===== config.mk =====
export PLATFORM = sky130hd
export DESIGN_NAME = wb_stage_buf
export DESIGN_NICKNAME = d
export VERILOG_FILES = /design/src/rtl/wb_stage_buf.sv
export SDC_FILE = /design/constraint.sdc
export NUM_CORES = 1
export LEC_CHECK = 0
export CAP_MARGIN = 20
export CORE_MARGIN = 1
export CORE_UTILIZATION = 30
export DETAILED_ROUTE_END_ITERATION = 12
export GPL_TIMING_DRIVEN = 0
export PLACE_DENSITY = 0.55
export RECOVER_POWER = 100
export SLEW_MARGIN = 0
export SYNTH_ARGS = -nofsm -noshare
export SYNTH_HDL_FRONTEND = slang
export SYNTH_SLANG_ARGS = --single-unit

===== constraint.sdc =====
create_clock -name clk_i -period 3.1 [get_ports clk_i]
set_clock_uncertainty 0.15 [all_clocks]
set_input_delay 0.62 -clock clk_i [delete_from_list [all_inputs] [get_ports clk_i]]
set_output_delay 0.62 -clock clk_i [all_outputs]
set_load 0.05 [all_outputs]

===== src/rtl/wb_stage_buf.sv =====
// MEM/WB boundary stage: two-entry skid buffer (main M + skid S) carrying
// write-back data and control, with flush, start gating and a retire counter.
module wb_stage_buf #(
  parameter int DATA_W     = 32,
  parameter int ADDR_W     = 5,
  parameter int ZERO_GUARD = 1,
  parameter int CNT_W      = 16
) (
  input  logic              clk_i,
  input  logic              rst_i,
  input  logic              start_i,
  input  logic              flush_i,
  input  logic              in_valid_i,
  output logic              in_ready_o,
  input  logic [DATA_W-1:0] ALU_Result_i,
  input  logic [DATA_W-1:0] memory_data_i,
  input  logic [ADDR_W-1:0] RDaddr_i,
  input  logic              RegWrite_i,
  input  logic              MemtoReg_i,
  output logic              out_valid_o,
  input  logic              out_ready_i,
  output logic [DATA_W-1:0] ALU_Result_o,
  output logic [DATA_W-1:0] memory_data_o,
  output logic [ADDR_W-1:0] RDaddr_o,
  output logic              RegWrite_o,
  output logic              MemtoReg_o,
  output logic [1:0]        occupancy_o,
  output logic [CNT_W-1:0]  retired_o
);

  // Handshake: a transfer happens on a cycle where valid and ready are both
  // high (and start_i is high, flush_i low); valid never depends on ready.

  typedef struct packed {
    logic [DATA_W-1:0] alu;
    logic [DATA_W-1:0] mem;
    logic [ADDR_W-1:0] rd;
    logic              rw;
    logic              mtr;
  } entry_t;

  entry_t           m_q, m_d;
  entry_t           s_q, s_d;
  entry_t           in_entry;
  logic             m_valid_q, m_valid_d;
  logic             s_valid_q, s_valid_d;
  logic             ready_q, ready_d;
  logic [CNT_W-1:0] cnt_q, cnt_d;
  logic             acc;
  logic             ret;
  logic             zero_blk;

  assign in_entry.alu = ALU_Result_i;
  assign in_entry.mem = memory_data_i;
  assign in_entry.rd  = RDaddr_i;
  assign in_entry.rw  = RegWrite_i;
  assign in_entry.mtr = MemtoReg_i;

  assign acc = start_i & in_valid_i & ready_q & ~flush_i;
  assign ret = start_i & m_valid_q & out_ready_i & ~flush_i;

  always_comb begin
    m_d       = m_q;
    s_d       = s_q;
    m_valid_d = m_valid_q;
    s_valid_d = s_valid_q;
    cnt_d     = cnt_q;
    // Flush acts even while start_i is low; data fields are left as they are.
    if (flush_i) begin
      m_valid_d = 1'b0;
      s_valid_d = 1'b0;
    end else begin
      case ({s_valid_q, m_valid_q})
        2'b00: begin
          if (acc) begin
            m_d       = in_entry;
            m_valid_d = 1'b1;
          end
        end
        2'b01: begin
          if (acc && ret) begin
            m_d = in_entry;
          end else if (acc) begin
            s_d       = in_entry;
            s_valid_d = 1'b1;
          end else if (ret) begin
            m_valid_d = 1'b0;
          end
        end
        2'b11: begin
          if (ret) begin
            m_d       = s_q;
            s_valid_d = 1'b0;
          end
        end
        default: begin
          m_valid_d = m_valid_q;
        end
      endcase
      if (ret && (cnt_q != {CNT_W{1'b1}})) begin
        cnt_d = cnt_q + {{(CNT_W-1){1'b0}}, 1'b1};
      end
    end
  end

  assign ready_d = ~s_valid_d;

  always_ff @(posedge clk_i or negedge rst_i) begin
    if (!rst_i) begin
      m_q       <= '0;
      s_q       <= '0;
      m_valid_q <= 1'b0;
      s_valid_q <= 1'b0;
      ready_q   <= 1'b1;
      cnt_q     <= '0;
    end else begin
      m_q       <= m_d;
      s_q       <= s_d;
      m_valid_q <= m_valid_d;
      s_valid_q <= s_valid_d;
      ready_q   <= ready_d;
      cnt_q     <= cnt_d;
    end
  end

  assign zero_blk      = (ZERO_GUARD != 0) && (m_q.rd == '0);
  assign in_ready_o    = ready_q;
  assign out_valid_o   = m_valid_q & start_i;
  assign ALU_Result_o  = m_q.alu;
  assign memory_data_o = m_q.mem;
  assign RDaddr_o      = m_q.rd;
  assign RegWrite_o    = m_q.rw & out_valid_o & ~zero_blk;
  assign MemtoReg_o    = m_q.mtr & out_valid_o;
  assign occupancy_o   = {1'b0, m_valid_q} + {1'b0, s_valid_q};
  assign retired_o     = cnt_q;

endmodule

==> impl_metrics.env <==
export IMPL_status="complete, but fails checks"
export IMPL_violations="capacitance limit, slew limit"
export IMPL_synth_cell_type_count=43
export IMPL_dp_hpwl_um=12500
export IMPL_peakVddDrop_v=0.000419
export IMPL_postCtsSetupBuffers=0
export IMPL_endpoint="RegWrite_o"
export IMPL_ys_seq_area_share_pct=50.7
export IMPL_avgSynthCellArea_sq_um=14.5
export IMPL_seqPwrFrac_pct=38.0
export IMPL_cts_htree_levels=4
export IMPL_fmax_ghz=0.336
export IMPL_yosysWarningCount=0
export IMPL_die_x_um=165
export IMPL_total_power_uw=7680
export IMPL_tightest_slew_ns=2.01
export IMPL_cts_made_buffers=17
export IMPL_rsz0062_at_grt="no"
export IMPL_arrival_ns=2.21
export IMPL_wire_per_inst_um=16.4
export IMPL_clk_pin_slew_ns=0.07
export IMPL_ys_flop_type="dfrtp_1"
export IMPL_crit_path_top_delay_cell="clkdlybuf4s50_1"
export IMPL_worstSetupEndpointType="primary output"
export IMPL_syn_inst=550
export IMPL_synthArstFlopShare_pct=100
export IMPL_clk_latency_ns=0.42
export IMPL_start_util_pct=30.5
export IMPL_cts_sinks=161
export IMPL_drive_above_1_share_pct=39.1
export IMPL_power_frac_comb_pct=34.2
export IMPL_ff2ff_path_depth=6
export IMPL_p_switching_uw=2700
export IMPL_r2r_slack_ns=0.40
export IMPL_leakage_uw=0.00468
export IMPL_dp_slack_ns=-0.153
export IMPL_finalWeightedCongestion=0.756
export IMPL_layout_common_cells="dfrtp_1, mux2_2, dlygate4sd3_1"
export IMPL_rr_endpoint="memory_data_o[24]$_DFFE_PN0P_"
export IMPL_drc=0
export IMPL_synth_seq_cells=161
export IMPL_hold_buffers=0
export IMPL_setup_violations=0
export IMPL_p_int_uw=4980
export IMPL_relSlewSlack_pct=-33.7
export IMPL_multi_input_area_sq_um=3060
export IMPL_cp_cell_sequence="clkdlybuf4s50_1, and2_2, o311a_1, dlygate4sd2_1"
export IMPL_stdcell_count=1085
export IMPL_top_layer_used="met4"
export IMPL_p_clk_share_pct=27.8
export IMPL_grt_pass1_wl_um=28300
export IMPL_max_stage_delay_ns=0.65
export IMPL_grt_ovfl_total=0
export IMPL_antenna_left=0
export IMPL_cts_root_buf="clkbuf_16"
export IMPL_grt_max_degree=84
export IMPL_syn_cell_area_sq_um=7960
export IMPL_finalHoldViolCount=0
export IMPL_drt_iter0_markers=131
export IMPL_cap_viol_max_count=1
export IMPL_swShare_pct=35.1
export IMPL_dr_pass1_iters=4
export IMPL_cts_buffer_depth=2
export IMPL_synth_edf_count=0
export IMPL_period_share_pct=96.0
export IMPL_met1_length_um=7920
export IMPL_first_global_vias=5292
export IMPL_die_y_um=165
export IMPL_dieArea_sq_um=27200
export IMPL_hold_path_class="flip-flop to flip-flop"
export IMPL_std_cell_rows=59
export IMPL_worst_setup_path_type="input pin to primary output"
export IMPL_avgViaCountPerCell=4.46
export IMPL_final_seq_area_sq_um=4030
export IMPL_cp_required_ns=2.33
export IMPL_wl_met2_um=8840
export IMPL_io_pins=168
export IMPL_core_area_sq_um=26100
export IMPL_slew_violations=80
export IMPL_critPathLaunch="start_i"
export IMPL_fin_ws_ns=0.124
export IMPL_cp_start_kind="input pin"
export IMPL_portBuffers=167
export IMPL_final_common_cell="dfrtp_1"
export IMPL_routed_wl_um=17800
export IMPL_cp_max_fo=5
export IMPL_groute_usage_overall_pct=13.6
export IMPL_p_per_area_nw_per_um2=735
export IMPL_worstReg2RegStart="m_valid_q$_DFFE_PN0P_"
export IMPL_areaGrowthSynthToFinish_pct=31.4
export IMPL_synth_nets=632
export IMPL_grt_antenna_before_repair=0
export IMPL_antenna_cells=0
export IMPL_fillCellCount=2464
export IMPL_fin_nets=819
export IMPL_finalCriticalPeriod_ns=2.98
export IMPL_dp_cells=1053
export IMPL_wl_met3_um=865
export IMPL_routed_via_count=4844
export IMPL_tritoncts="built"
==> layout make-up <==
| class | count | share of cell area (%) |
|---|---|---|
| inverters | 5 | 0.180 |
| multi-input cells | 292 | 29.3 |
| repair buffers | 168 | 16.0 |
| clock inverters | 14 | 1.38 |
| plain buffers | 92 | 6.40 |
| well taps | 335 | 4.01 |
| flip-flops and latches | 161 | 38.6 |
| clock buffers | 18 | 4.20 |
==> worst min path at each step <==
stage               cells past startpoint                      endpoint  slack [ns]                          from
CTS                                     1  memory_data_o[6]$_DFFE_PN0P_        0.03                         rst_i
floorplan                               0   ALU_Result_o[0]$_DFFE_PN0P_        0.17                         rst_i
global route                            1  ALU_Result_o[11]$_DFFE_PN0P_        0.36  ALU_Result_o[11]$_DFFE_PN0P_
finish                                  1  ALU_Result_o[31]$_DFFE_PN0P_        0.34  ALU_Result_o[31]$_DFFE_PN0P_
global placement                        1            s_q[1]$_DFFE_PN0P_        0.33            s_q[1]$_DFFE_PN0P_
detailed placement                      1           s_q[28]$_DFFE_PN0P_        0.34           s_q[28]$_DFFE_PN0P_
==> power by group through the flow <==
stage	logic, uW	clock network (uW)	registers (uW)
2_1_floorplan	2080	0	2910
3_3_place_gp	2870	0	2930
3_5_place_dp	2920	0	2970
4_1_cts	2930	2210	2930
5_1_grt	2780	2300	2990
6_report	2630	2130	2920
==> per-layer routing <==
layer	vias up	global-route usage [%]
li1	2265	-
met1	2459	16.8
met2	110	23.2
met3	10	3.64
met4	0	3.54
met5	-	0
==> Yosys cell counts (2+ instances only) <==
library cell	n	area, sq um
nand2b_1	2	12.5
buf_6	7	78.8
dfrtp_1	160	4000
nand4b_1	2	17.5
buf_4	69	518
xor2_1	4	35.0
nand3_1	10	50.1
buf_2	7	35.0
inv_1	5	18.8
and3_1	2	12.5
nor2_1	4	15.0
a21oi_1	2	10.0
xnor2_1	8	70.1
nand4_1	6	37.5
mux2_4	70	1050
clkbuf_1	8	30.0
mux2_2	145	1630
ha_1	5	62.6
a211oi_1	3	22.5
nand2_1	8	30.0
==> logic make-up after synthesis <==
logic type | Yosys count | share of synthesized area [%]
muxes | 215 | 33.7
DFF | 161 | 50.7
buffers and inverters | 97 | 8.60
and+or+nand+nor | 44 | 3.35
AOI/OAI and AO/OA | 16 | 1.56
xor gates and xnor gates | 12 | 1.32
adders and majority gates | 5 | 0.786
==> stage by stage <==
step / setup TNS [ns] / instance area, sq um / hold WS, ns / util (%)
global placement: -848.43 / 10000 / 0.330 / 38.6
global route: 0 / 10500 / 0.360 / 40.1
finish: 0 / 10500 / 0.344 / 40.1
detailed placement: -3.38 / 10100 / 0.338 / 38.7
CTS: 0 / 10700 / 0.0277 / 40.9
floorplan: 0 / 7960 / 0.174 / -
==> timing repair <==
item,CTS,global route
setup endpoints to repair,3,46
endpoints found under the hold margin,0,0
resized for setup,3,7
cloned,0,0
==> worst max-delay path: cells and delay by family <==
family	cells	cell delay (ns)
buffers and inverters	2	1.19
AOI/OAI and AO/OA	1	0.17
and+or+nand+nor	1	0.22
==> registers in the layout (all words and copies together), names as in the netlist <==
signal         cells
m_valid_q          1
ALU_Result_o      32
s_valid_q          1
RDaddr_o           5
retired_o         16
s_q               71
in_ready_o         1
memory_data_o     32
m_q                2
(Power assumes the default switching activity.)
